===== src/rtl/loader_pkg.sv =====
// Shared definitions for the program loader: FSM states, image framing constants.
package loader_pkg;

    typedef enum logic [2:0] {
        ST_WAIT_MAGIC,
        ST_HDR,
        ST_LOAD,
        ST_CKSUM,
        ST_RUN,
        ST_ERROR
    } state_t;

    localparam logic [7:0] MAGIC_DEFAULT = 8'hA5;
    localparam int         HDR_BYTES     = 4;
    localparam int         WORD_BYTES    = 4;

endpackage


===== src/rtl/byte_packer.sv =====
// Assembles little-endian bytes into 32-bit words; word_valid pulses for one
// cycle after the byte that completes a word.
module byte_packer
    import loader_pkg::*;
(
    input  logic        clk,
    input  logic        rst,
    input  logic        clear,
    input  logic        byte_valid,
    input  logic [7:0]  byte_data,
    output logic        word_last,
    output logic        word_valid,
    output logic [31:0] word_data
);

    logic        take;
    logic [1:0]  lane_q, lane_d;
    logic [23:0] shift_q, shift_d;
    logic        word_valid_q, word_valid_d;
    logic [31:0] word_data_q, word_data_d;

    // clear drops any partial word and blocks a byte arriving in the same cycle
    assign take      = byte_valid & ~clear;
    assign word_last = take && (lane_q == 2'(WORD_BYTES - 1));

    always_comb begin
        lane_d       = lane_q;
        shift_d      = shift_q;
        word_valid_d = word_last;
        word_data_d  = word_data_q;
        if (clear) begin
            lane_d = '0;
        end else if (take) begin
            lane_d  = lane_q + 2'd1;
            shift_d = {byte_data, shift_q[23:8]};
            if (word_last) begin
                word_data_d = {byte_data, shift_q};
            end
        end
    end

    always_ff @(posedge clk) begin
        shift_q <= shift_d;
        if (rst) begin
            lane_q       <= '0;
            word_valid_q <= 1'b0;
            word_data_q  <= '0;
        end else begin
            lane_q       <= lane_d;
            word_valid_q <= word_valid_d;
            word_data_q  <= word_data_d;
        end
    end

    assign word_valid = word_valid_q;
    assign word_data  = word_data_q;

endmodule


===== src/rtl/program_loader.sv =====
// Receives a framed program image over a byte stream, writes it into RAM and
// releases the CPU from reset once the payload checksum verifies.
module program_loader
    import loader_pkg::*;
#(
    parameter int         ADDR_W = 11,
    parameter logic [7:0] MAGIC  = MAGIC_DEFAULT
) (
    input  logic              clk,
    input  logic              rst,
    input  logic              rx_valid,
    input  logic [7:0]        rx_data,
    output logic              rx_ready,
    input  logic              load_req,
    output logic              mem_wren,
    output logic [ADDR_W-1:0] mem_addr,
    output logic [31:0]       mem_data,
    output logic              cpu_rst_n,
    output logic [ADDR_W-1:0] start_pc,
    output logic              done,
    output logic              error
);

    state_t            state_q, state_d;
    logic [1:0]        hdr_idx_q, hdr_idx_d;
    logic [15:0]       count_q, count_d;
    logic [15:0]       pc_q, pc_d;
    logic [ADDR_W-1:0] word_idx_q, word_idx_d;
    logic [ADDR_W-1:0] mem_addr_q, mem_addr_d;
    logic [ADDR_W-1:0] start_pc_q, start_pc_d;
    logic [7:0]        cksum_q, cksum_d;
    logic              rx_ready_q, rx_ready_d;
    logic              done_q, done_d;
    logic              error_q, error_d;
    logic              cpu_rst_n_q, cpu_rst_n_d;

    logic              byte_ok;
    logic              pk_valid;
    logic              pk_last;
    logic              pk_word_valid;
    logic [31:0]       pk_word_data;
    logic [15:0]       pc_full;
    logic [16:0]       cnt_ext;
    logic [16:0]       last_idx;
    logic              hdr_bad;

    // load_req beats a byte offered in the same cycle
    assign byte_ok  = rx_valid & rx_ready_q & ~load_req;
    assign pk_valid = byte_ok && (state_q == ST_LOAD);

    assign pc_full  = {rx_data, pc_q[7:0]};
    assign cnt_ext  = {1'b0, count_q};
    assign last_idx = cnt_ext - 17'd1;
    assign hdr_bad  = (count_q == 16'd0) || (cnt_ext > (17'd1 << ADDR_W)) ||
                      (pc_full >= count_q);

    byte_packer u_packer (
        .clk        (clk),
        .rst        (rst),
        .clear      (load_req),
        .byte_valid (pk_valid),
        .byte_data  (rx_data),
        .word_last  (pk_last),
        .word_valid (pk_word_valid),
        .word_data  (pk_word_data)
    );

    always_comb begin
        state_d    = state_q;
        hdr_idx_d  = hdr_idx_q;
        count_d    = count_q;
        pc_d       = pc_q;
        word_idx_d = word_idx_q;
        mem_addr_d = mem_addr_q;
        start_pc_d = start_pc_q;
        cksum_d    = cksum_q;
        if (load_req) begin
            state_d    = ST_WAIT_MAGIC;
            hdr_idx_d  = '0;
            word_idx_d = '0;
            cksum_d    = '0;
        end else begin
            case (state_q)
                ST_WAIT_MAGIC: begin
                    if (byte_ok && rx_data == MAGIC) begin
                        state_d   = ST_HDR;
                        hdr_idx_d = '0;
                    end
                end
                ST_HDR: begin
                    if (byte_ok) begin
                        hdr_idx_d = hdr_idx_q + 2'd1;
                        case (hdr_idx_q)
                            2'd0:    count_d[7:0]  = rx_data;
                            2'd1:    count_d[15:8] = rx_data;
                            2'd2:    pc_d[7:0]     = rx_data;
                            default: pc_d[15:8]    = rx_data;
                        endcase
                        if (hdr_idx_q == 2'(HDR_BYTES - 1)) begin
                            state_d    = hdr_bad ? ST_ERROR : ST_LOAD;
                            word_idx_d = '0;
                            cksum_d    = '0;
                        end
                    end
                end
                ST_LOAD: begin
                    if (byte_ok) begin
                        cksum_d = cksum_q ^ rx_data;
                    end
                    // address is latched with the completing byte so it lines up with word_valid
                    if (pk_last) begin
                        mem_addr_d = word_idx_q;
                        word_idx_d = word_idx_q + ADDR_W'(1);
                        if (17'(word_idx_q) == last_idx) begin
                            state_d = ST_CKSUM;
                        end
                    end
                end
                ST_CKSUM: begin
                    if (byte_ok) begin
                        if (rx_data == cksum_q) begin
                            state_d    = ST_RUN;
                            start_pc_d = ADDR_W'(pc_q);
                        end else begin
                            state_d = ST_ERROR;
                        end
                    end
                end
                default: ;
            endcase
        end
        rx_ready_d  = (state_d == ST_WAIT_MAGIC) || (state_d == ST_HDR) ||
                      (state_d == ST_LOAD) || (state_d == ST_CKSUM);
        done_d      = (state_d == ST_RUN);
        cpu_rst_n_d = (state_d == ST_RUN);
        error_d     = (state_d == ST_ERROR);
    end

    always_ff @(posedge clk) begin
        count_q <= count_d;
        pc_q    <= pc_d;
        if (rst) begin
            state_q     <= ST_WAIT_MAGIC;
            hdr_idx_q   <= '0;
            word_idx_q  <= '0;
            mem_addr_q  <= '0;
            start_pc_q  <= '0;
            cksum_q     <= '0;
            rx_ready_q  <= 1'b0;
            done_q      <= 1'b0;
            error_q     <= 1'b0;
            cpu_rst_n_q <= 1'b0;
        end else begin
            state_q     <= state_d;
            hdr_idx_q   <= hdr_idx_d;
            word_idx_q  <= word_idx_d;
            mem_addr_q  <= mem_addr_d;
            start_pc_q  <= start_pc_d;
            cksum_q     <= cksum_d;
            rx_ready_q  <= rx_ready_d;
            done_q      <= done_d;
            error_q     <= error_d;
            cpu_rst_n_q <= cpu_rst_n_d;
        end
    end

    assign rx_ready  = rx_ready_q;
    assign mem_wren  = pk_word_valid;
    assign mem_data  = pk_word_data;
    assign mem_addr  = mem_addr_q;
    assign start_pc  = start_pc_q;
    assign done      = done_q;
    assign error     = error_q;
    assign cpu_rst_n = cpu_rst_n_q;

endmodule


===== config.mk =====
export PLATFORM = sky130hd
export DESIGN_NAME = program_loader
export DESIGN_NICKNAME = d
export VERILOG_FILES = /design/src/rtl/loader_pkg.sv /design/src/rtl/byte_packer.sv /design/src/rtl/program_loader.sv
export SDC_FILE = /design/constraint.sdc
export NUM_CORES = 1
export LEC_CHECK = 0
export CORE_MARGIN = 5
export CORE_UTILIZATION = 55
export DETAILED_ROUTE_END_ITERATION = 16
export PLACE_DENSITY = 0.82
export SETUP_SLACK_MARGIN = 0.2
export SLEW_MARGIN = 5
export SYNTH_ARGS = -nofsm -noshare
export SYNTH_HDL_FRONTEND = slang
export SYNTH_SLANG_ARGS = --single-unit

===== constraint.sdc =====
create_clock -name clk -period 2.91 [get_ports clk]
set_input_delay 0.582 -clock clk [delete_from_list [all_inputs] [get_ports clk]]
set_output_delay 0.582 -clock clk [all_outputs]
set_load 0.02 [all_outputs]

==> metrics <==
R2R Path End=cpu_rst_n; chip width=113 um; Seq/Total Area, Yosys=55.0%; post-synthesis net count=624; core area=0.0103 mm2; unrepaired setup endpoints after global routing=false; P&R area growth vs syn=24.4%; I/O Buffers=70; prevailing post-synth register cell=dfxtp_1; total detailed-routing wirelength=14.1 mm; crit-path cells=inv_1 > ha_1 > a21oi_1 > nor3_1 > nor4_1 > nand4_1 > o311a_1 > a211oi_2 > and2_1; Finished Core Util=70.4%; Fin Setup TNS=0 ns; switching fraction of total power=23.6%; area share of the largest cell type after synthesis=28.8%; share of layout cells above drive strength 1=9.47%; cts hold-fix bufs=0; DRC errors left=0; Synth cell types=59; Max Slew Vio Count=0; Final Instance Area=0.00727 mm2; antenna cell count=0; largest cells by area after synthesis=dfxtp_1, edfxtp_1, nand2_1, a21oi_1, ha_1; worst-path fanout max=5; RD Place Congestion=0.918; syn avg cell area=9.94 um2; pin count of the biggest net entering global routing=44; worst-margin pin slew=0.561 ns; hold slack=0.449 ns; CP Capture Type=flip-flop; vias=4646; Final Hold Viols=0; CP max stage delay=0.49 ns; Hold Path Stages=2; Switch Pwr=0.000951 W; Iteration-0 DRC Markers=413; clk slew on worst S/H paths=0.06 ns; DR WL/cell=17.4 um; I/O pin count=71; Reg2Reg Setup Slack=0.39 ns; WP data required=3.38 ns; CTS tree=done; run status=complete, no violations; fin crit share=86.5%; Max stage delay cell, worst path=edfxtp_1; overflow left after global routing=0; row count=37; Reg power frac=48.6%; hold path start=mem_addr[6]; Leakage=2.58 nW; Max VDD drop=0.335 mV; vias per inst=5.72; Post-CTS Setup Bufs=0; H-tree depth=4; ys async rst share=0%; synthesized area=0.00585 mm2; P per Cell Area=553 mW/mm2; Final #Nets=699; post-route minimum period=2.52 ns; final setup fails=0; vias in the first global route=4500; Yosys reg bits=135; Post-synth EDFFs=51; initial antenna violation count=0; Syn. warnings=0; CTS Root Cell=clkbuf_8; Tot Pwr=0.00402 W; cell area after placement=0.00671 mm2; Die H=113 um; Max Freq=397 MHz; buffer and inverter count on the worst path=1; Startpoint Class=flip-flop; Cell Int Power=0.00307 W; WHS Endpoint=mem_addr[6]; worst r2r src=count_q[9]; Final ANT Viol Nets=0; power share of the combinational group=2.3%; cell accounting for the most synthesized area=dfxtp_1; maxcap violations=0; Crit path arrival time=2.98 ns; first-pass GRT wire length=22.7 mm; CP delay by family, top=compound AO/OA/AOI/OAI gates; die footprint=0.0128 mm2; Initial DRT Pass Iterations=6; Clock Sinks=135; Worst Setup Path Type=flip-flop to flip-flop; HPWL after detailed placement=9.90 mm; Starting Density=56.6%; Mapped Cells=588; R2R depth=9; Worst Skew=0.0134 ns; Max Root-Sink Buffers=2; HP Class=flip-flop to flip-flop; worst skew pair latency=0.53 ns; Clk pwr share=49.1%; Tot GR Track Use=22.6%; number of buffers created by CTS=17; Rel. slew slack=62.3%
stage by stage:
stage / worst slack [ns] / std cells
floorplan: 0.719 / 588
global placement: 0.156 / 780
detailed placement: 0.0363 / 780
CTS: 0.389 / 812
global route: 0.212 / 812
finish: 0.393 / 812
power by group through the flow:
| stage | Combinational, W | Clock [W] | Sequential (W) |
|---|---|---|---|
| finish | 0.0000920 | 0.00198 | 0.00195 |
| global route | 0.0000986 | 0.00209 | 0.00195 |
| CTS | 0.0000907 | 0.00200 | 0.00195 |
| detailed placement | 0.0000900 | 0 | 0.00200 |
| global placement | 0.0000877 | 0 | 0.00200 |
| floorplan | 0.0000321 | 0 | 0.00200 |
per-layer routing:
layer	vias up	routed length [um]	global-route usage (%)
met2	176	6870	37.6
met5	-	0	0
li1	2215	-	-
met4	0	339	9.05
met3	27	770	4.01
met1	2228	6170	29.2
tightest hold or removal path, stage by stage, from the launching register on:
cell,delay [ns]
dfxtp_1,0.31
nand2_1,0.05
a21oi_1,0.05
layout make-up:
cell class / count / area, um2
well taps: 136 / 170
multi-input cells: 400 / 2420
flip-flops and latches: 135 / 3210
repair buffers: 85 / 821
inverters: 24 / 90.1
clock buffers: 17 / 414
fillers: 736 / 3050
clock inverters: 15 / 141
flip-flops by register name (all words and copies together) (netlist names), 2 cells and up:
signal	flops
hdr_idx_q	2
u_packer.word_data	32
cksum_q	8
mem_addr	11
state_q	3
pc_q	11
start_pc	11
u_packer.lane_q	2
word_idx_q	11
u_packer.shift_q	24
count_q	16
what timing repair did:
item,CTS,global route
endpoints found under the hold margin,0,0
setup endpoints to repair,0,1
gates resized for setup,0,1
cell usage after synthesis (3+ instances only):
library cell	number
edfxtp_1	51
or3_1	6
nand4_1	14
a21oi_1	67
nor3_1	8
nor2_1	38
or2_2	3
dfxtp_1	84
xor2_1	9
inv_1	22
o21ai_1	5
and2_1	7
buf_2	3
nor2b_1	4
and3_1	6
nand3_1	9
clkbuf_1	22
xnor2_1	17
ha_1	24
nand3b_1	8
mux2i_1	11
o21ai_0	22
nand2_1	101
how the worst max path moves through the flow:
stage | from | cells after the start | to
2_1_floorplan | count_q[11] | 10 | cpu_rst_n
3_3_place_gp | rx_data[1] | 9 | cpu_rst_n
3_5_place_dp | rx_data[1] | 9 | cpu_rst_n
4_1_cts | count_q[0] | 8 | cpu_rst_n
5_1_grt | count_q[9] | 9 | cpu_rst_n
6_report | count_q[9] | 9 | cpu_rst_n
cells in the final DEF, fill, tap and decap left out, types with 2 or more instances in the layout:
cell,count
a211oi_2,2
clkbuf_16,16
clkinv_4,3
nor2_2,2
clkinvlp_4,3
o22ai_1,2
nor4_1,2
and3_1,6
nor3_1,8
o21ai_0,22
nor4_4,2
dfxtp_1,84
nor2b_1,4
nor2_1,37
ha_1,23
inv_6,3
xor2_1,9
inv_8,4
buf_4,14
and2_1,7
inv_1,22
o2111a_1,2
a31oi_1,2
nand4_1,14
a311oi_1,2
xnor2_1,17
mux2i_1,11
a32oi_1,2
nand3b_1,8
and4_1,2
edfxtp_1,51
or2_2,3
nand3_1,9
clkdlybuf4s50_1,69
a21oi_1,67
nand2_1,101
o31ai_1,2
o21ai_1,5
or3_1,6
cells by family after synthesis:
family / after synthesis / share of synthesized area, %
buf+inv: 53 / 3.72
xor+xnor: 26 / 3.90
fa+ha+maj: 24 / 5.14
mux: 11 / 1.88
compound gates: 118 / 11.7
flops: 135 / 55.0
simple gates: 221 / 18.7
Power figures use the tool's default switching activity.
